### src/rtl/cic_decim_ctrl_if.sv
// Host-configuration and CIC-side signal bundle for cic_decim_ctrl.
// master = host/CIC side, slave = the sequencer itself.
interface cic_decim_ctrl_if #(
  parameter int MD = 14
);
  logic          cfg_wr;
  logic [3:0]    cfg_log2;
  logic          cfg_busy;
  logic          cfg_err;
  logic          cic_reset;
  logic [MD-1:0] cic_decimation;
  logic          cic_out_strobe;
  logic          out_strobe;
  logic          out_valid;

  modport master (
    output cfg_wr, cfg_log2, cic_out_strobe,
    input  cfg_busy, cfg_err, cic_reset, cic_decimation, out_strobe, out_valid
  );

  modport slave (
    input  cfg_wr, cfg_log2, cic_out_strobe,
    output cfg_busy, cfg_err, cic_reset, cic_decimation, out_strobe, out_valid
  );
endinterface

### src/rtl/cic_decim_ctrl.sv
// Reconfiguration sequencer for a 2**n CIC decimator: hold in reset, flush settling
// outputs, then run. Optional drop counter enabled by defining CIC_CTRL_DROP_CNT_EN.
module cic_decim_ctrl #(
  parameter int STAGES       = 5,
  parameter int MAX_LOG2     = 11,
  parameter int MD           = 14,
  parameter int RST_CYCLES   = 4,
  parameter int DEFAULT_LOG2 = 0
) (
  input  logic                 clock,
  input  logic                 reset_n,
  cic_decim_ctrl_if.slave      bus
`ifdef CIC_CTRL_DROP_CNT_EN
  ,
  output logic [15:0]          drop_cnt
`endif
);

  localparam int HW = $clog2(RST_CYCLES + 1);
  localparam int FW = $clog2(STAGES + 2);

  typedef enum logic [1:0] {
    S_HOLD  = 2'd0,
    S_FLUSH = 2'd1,
    S_RUN   = 2'd2
  } state_t;

  state_t        state_q, state_d;
  logic [HW-1:0] hold_cnt_q, hold_cnt_d;
  logic [FW-1:0] flush_cnt_q, flush_cnt_d;
  logic [MD-1:0] dec_q, dec_d;
  logic          cfg_err_q, cfg_err_d;
  logic          log2_legal;
  logic          legal_wr;

  assign log2_legal = ({28'd0, bus.cfg_log2} <= 32'(MAX_LOG2));
  assign legal_wr   = bus.cfg_wr && log2_legal;

  // NOTE: every variable gets a default at the top of always_comb so no path
  // leaves it unassigned; otherwise synthesis infers a latch.
  always_comb begin
    state_d     = state_q;
    hold_cnt_d  = hold_cnt_q;
    flush_cnt_d = flush_cnt_q;
    dec_d       = dec_q;
    cfg_err_d   = bus.cfg_wr && !log2_legal;

    if (legal_wr) begin
      // A legal write always restarts the whole sequence, even mid-sequence.
      state_d     = S_HOLD;
      hold_cnt_d  = HW'(RST_CYCLES - 1);
      flush_cnt_d = '0;
      dec_d       = MD'(1) << bus.cfg_log2;
    end else begin
      unique case (state_q)
        S_HOLD: begin
          if (hold_cnt_q == '0) begin
            state_d     = S_FLUSH;
            flush_cnt_d = '0;
          end else begin
            hold_cnt_d = hold_cnt_q - 1'b1;
          end
        end
        S_FLUSH: begin
          if (bus.cic_out_strobe) begin
            flush_cnt_d = flush_cnt_q + 1'b1;
            if (flush_cnt_q == FW'(STAGES)) state_d = S_RUN;
          end
        end
        S_RUN:   state_d = S_RUN;
        default: state_d = S_HOLD;
      endcase
    end
  end

  // NOTE: sequential state uses non-blocking assignments so every register
  // samples pre-edge values, independent of statement order.
  always_ff @(posedge clock or negedge reset_n) begin
    if (!reset_n) begin
      state_q     <= S_HOLD;
      hold_cnt_q  <= HW'(RST_CYCLES - 1);
      flush_cnt_q <= '0;
      dec_q       <= MD'(1) << DEFAULT_LOG2;
      cfg_err_q   <= 1'b0;
    end else begin
      state_q     <= state_d;
      hold_cnt_q  <= hold_cnt_d;
      flush_cnt_q <= flush_cnt_d;
      dec_q       <= dec_d;
      cfg_err_q   <= cfg_err_d;
    end
  end

  assign bus.cic_reset      = (state_q == S_HOLD);
  assign bus.cfg_busy       = (state_q != S_RUN);
  assign bus.out_valid      = (state_q == S_RUN);
  assign bus.out_strobe     = bus.cic_out_strobe && (state_q == S_RUN);
  assign bus.cfg_err        = cfg_err_q;
  assign bus.cic_decimation = dec_q;

`ifdef CIC_CTRL_DROP_CNT_EN
  // Strobes swallowed while flushing, regardless of a coincident cfg_wr.
  always_ff @(posedge clock or negedge reset_n) begin
    if (!reset_n) begin
      drop_cnt <= '0;
    end else if (state_q == S_FLUSH && bus.cic_out_strobe && drop_cnt != 16'hFFFF) begin
      drop_cnt <= drop_cnt + 16'd1;
    end
  end
`endif

endmodule

### src/flat_wrapper.sv
// flat-port wrapper written by rule: the top's interface ports become plain ports
module cic_decim_ctrl_flat 
#(
  parameter int STAGES       = 5,
  parameter int MAX_LOG2     = 11,
  parameter int MD           = 14,
  parameter int RST_CYCLES   = 4,
  parameter int DEFAULT_LOG2 = 0
)
  (clock, reset_n, bus_cfg_wr, bus_cfg_log2, bus_cic_out_strobe, bus_cfg_busy, bus_cfg_err, bus_cic_reset, bus_cic_decimation, bus_out_strobe, bus_out_valid);
  cic_decim_ctrl_if #(.MD(MD)) bus_i ();
  input  logic clock;
  input  logic reset_n;
  input wire logic [$bits(bus_i.cfg_wr)-1:0] bus_cfg_wr;
  input wire logic [$bits(bus_i.cfg_log2)-1:0] bus_cfg_log2;
  input wire logic [$bits(bus_i.cic_out_strobe)-1:0] bus_cic_out_strobe;
  output wire logic [$bits(bus_i.cfg_busy)-1:0] bus_cfg_busy;
  output wire logic [$bits(bus_i.cfg_err)-1:0] bus_cfg_err;
  output wire logic [$bits(bus_i.cic_reset)-1:0] bus_cic_reset;
  output wire logic [$bits(bus_i.cic_decimation)-1:0] bus_cic_decimation;
  output wire logic [$bits(bus_i.out_strobe)-1:0] bus_out_strobe;
  output wire logic [$bits(bus_i.out_valid)-1:0] bus_out_valid;
  assign bus_i.cfg_wr = bus_cfg_wr;
  assign bus_i.cfg_log2 = bus_cfg_log2;
  assign bus_i.cic_out_strobe = bus_cic_out_strobe;
  assign bus_cfg_busy = bus_i.cfg_busy;
  assign bus_cfg_err = bus_i.cfg_err;
  assign bus_cic_reset = bus_i.cic_reset;
  assign bus_cic_decimation = bus_i.cic_decimation;
  assign bus_out_strobe = bus_i.out_strobe;
  assign bus_out_valid = bus_i.out_valid;
  cic_decim_ctrl #(.STAGES(STAGES), .MAX_LOG2(MAX_LOG2), .MD(MD), .RST_CYCLES(RST_CYCLES), .DEFAULT_LOG2(DEFAULT_LOG2)) u_core (.clock(clock), .reset_n(reset_n), .bus(bus_i));
endmodule
### config.mk
export PLATFORM = sky130hd
export DESIGN_NAME = cic_decim_ctrl_flat
export DESIGN_NICKNAME = d
export VERILOG_FILES = /design/src/rtl/cic_decim_ctrl_if.sv /design/src/rtl/cic_decim_ctrl.sv /design/src/flat_wrapper.sv
export SDC_FILE = /design/constraint.sdc
export NUM_CORES = 1
export LEC_CHECK = 0
export ABC_AREA = 1
export CAP_MARGIN = 20
export CORE_ASPECT_RATIO = 1.1
export CORE_MARGIN = 1
export CORE_UTILIZATION = 30
export CTS_CLUSTER_DIAMETER = 30
export DETAILED_ROUTE_END_ITERATION = 10
export GPL_TIMING_DRIVEN = 1
export PLACE_DENSITY_LB_ADDON = 0.2
export SLEW_MARGIN = 20
export SYNTH_ARGS = -nofsm -noshare
export SYNTH_HDL_FRONTEND = slang
export SYNTH_SLANG_ARGS = --single-unit
### constraint.sdc
create_clock -name clock -period 1.93 [get_ports clock]
set_input_delay 0.2895 -clock clock [delete_from_list [all_inputs] [get_ports clock]]
set_output_delay 0.2895 -clock clock [all_outputs]
set_load 0.1 [all_outputs]
==> flow_summary.yaml <==
sta:
  post-route-period-util_pct: 83.8
  max_freq_mhz: 618
  rsz0062_at_grt: "no"
  fin_tns_setup_ns: 0
  setup_viol: 0
  relSlewSlack_pct: 73.8
  hold_violations: 0
  post-route-min-period_ns: 1.62
  final_max_slew_viol_count: 0
  skew_ns: 0.000450
  max_slew.worst_pin.slew_ns: 0.392
floorplan:
  io_pins: 27
  row_count: 23
  die_h_um: 68.0
  die-area_mm2: 0.00422
  core_area_mm2: 0.00371
  die_width_um: 62.0
  start_util_pct: 32.0
place:
  numPortBuffers: 26
  dp.cells: 209
  gp_congestion: 0.860
  post-dp-hpwl_um: 1920
worst_setup_path:
  arrival_ns: 1.33
  path_max_fanout: 3
  crit_required_ns: 1.64
  r2r_slack_ns: 0.55
  crit_path_end_kind: "output pin"
  critPathKind: "flop to output pin"
  critPathLaunchType: "flop"
routing:
  wl_per_cell_um: 11.8
  drc: 0
  drtIter0Drc: 14
  ant_nets: 0
  first_pass_iters: 4
  vias: 974
  via_per_inst: 4.57
  wirelength_um: 2520
synthesis:
  avgSynthCellArea_um2: 8.87
  yosys_register_bits: 23
  yosysTopAreaCellShare_pct: 42.1
  syn_nets: 149
  synthesis.area_mm2: 0.00119
  synthTopCellsByArea: "dfrtp_1 (42%), nand2_1 (11%), ha_1 (7.4%), dfstp_2 (6.6%), inv_1 (6.6%)"
  yosysTopAreaCell: "dfrtp_1"
  synth_cell_types: 21
  ys_seq_area_share_pct: 48.7
  yosys_warnings: 0
  syn_inst: 134
pwr:
  p_leak_nw: 0.770
  power_w: 0.00190
  peakVddDrop_mv: 0.421
  power.density_mw_per_mm2: 1210
cells_and_area:
  fin_util_pct: 42.4
  multiInputGateArea_um2: 517
  drive_above_1_share_pct: 22.7
  fill_cells: 378
  area_growth_pct: 32.3
  seq_area_um2: 579
  fin_cells: 213
  antennaDiodeCount: 0
  nNetsFinal: 179
grt:
  grt_pass1_wl_um: 4400
  use_met3_pct: 2.27
  grt_use_met2_pct: 23.0
  overflow: 0
  grt_pass1_vias: 963
  antenna_found_initial: 0
  grt-busiest-layer: "met2"
  grt_use_met1_pct: 18.8
  grtUsageTotal_pct: 14.2
  grt_max_degree: 24
min_path:
  worstHoldPathType: "input port to asynchronous set/reset pin"
clock_network:
  cts_buffer_depth: 2
  cts_buffers: 3
  clk_pin_slew_ns: 0.08
  clkLatencyLatePin_ns: 0.26
  cts_tree: "yes"
  holdBufCountCts: 0
  cts_setup_buffers: 0
  cts-root-buf: "clkbuf_8"
  h-tree-depth: 1
  cts_resized: 0
  cts_num_sinks: 23
flow_run:
  maxCapViolations: 0
run_status:
  status: "complete, no violations"
state kept, by name, summed over array words and instances (netlist names):
register / cells
u_core.bus.cic_decimation: 14
u_core.flush_cnt_q: 3
u_core.hold_cnt_q: 3
u_core.state_q: 2
u_core.bus.cfg_err: 1
cells in the mapped netlist:
master    count
nand2_1      35
dfstp_2       3
o22ai_1       1
buf_4         2
nand3_4       1
inv_2         1
nand2_8       1
nand3_2       3
nand2_2       1
xnor2_1       1
nand2_4       1
nor2_1        5
inv_1        21
a21boi_0      1
a21oi_1       5
nand4_1       5
nand3_1       5
ha_1          7
dfrtp_1      20
o21ai_0      11
o31ai_1       4
critical path, stage by stage (launching register included):
cell and delay, ns:
dfrtp_1 0.41, inv_1 0.09, ha_2 0.22, nand2_1 0.09, clkinvlp_4 0.09, buf_12 0.16
metal layers:
layer	routed length [µm]	part of all wire [%]
met4	36	1.4
met3	89	3.5
met1	1190	47
met5	0	0
met2	1200	48
logic make-up after synthesis:
family                     share of synthesized area [%]
xor gates and xnor gates                           0.737
AOI/OAI and AO/OA                                   10.4
adders and majority gates                           7.37
buffers and inverters                               8.21
DFF                                                 48.7
and+or+nand+nor                                     24.5
cell usage in the layout, fill, tap and decap left out, types with 7 or more instances in the layout:
cell             instances
o21ai_0                 11
buf_4                   15
inv_1                   20
nand2_1                 35
dfrtp_1                 20
clkdlybuf4s50_1          7
report_power, final:
| part | total [W] | leakage, nW | internal, W | switching [W] |
|---|---|---|---|---|
| logic | 0.000982 | 0.444 | 0.000324 | 0.000658 |
| clock network | 0.000302 | 0.0228 | 0.000147 | 0.000155 |
| registers | 0.000616 | 0.304 | 0.000568 | 0.0000475 |
path summary, 6_finish.rpt:
check | startpoint | endpoint | cells after the start
min in group clock | u_core.bus.cic_decimation[1] | u_core.bus.cic_decimation[1] | 2
setup reg to reg | u_core.state_q[1] | u_core.flush_cnt_q[0] | 8
hold / removal | reset_n | u_core.flush_cnt_q[1] | 2
setup / recovery | u_core.state_q[0] | bus_out_strobe | 5
hold reg to reg | u_core.bus.cic_decimation[1] | u_core.bus.cic_decimation[1] | 2
max in group asynchronous | reset_n | u_core.bus.cic_decimation[0] | 2
cell type report:
cell class                      count  share of cell area (%)
Clock buffer                        4                    2.86
Inverter                           22                    5.49
Timing Repair Buffer               27                    18.0
Tap cell                           50                    3.98
Sequential cell                    23                    36.8
Multi-Input combinational cell     87                    32.9
through the flow:
step	hold WS, ns	setup slack [ns]	cell area [µm²]
2_1_floorplan	-0.00609	0.110	1200
3_3_place_gp	0.482	0.265	1530
5_1_grt	0.410	0.236	1570
4_1_cts	0.403	0.295	1570
3_5_place_dp	0.481	0.243	1530
6_report	0.385	0.313	1570
Power figures use the tool's default switching activity.
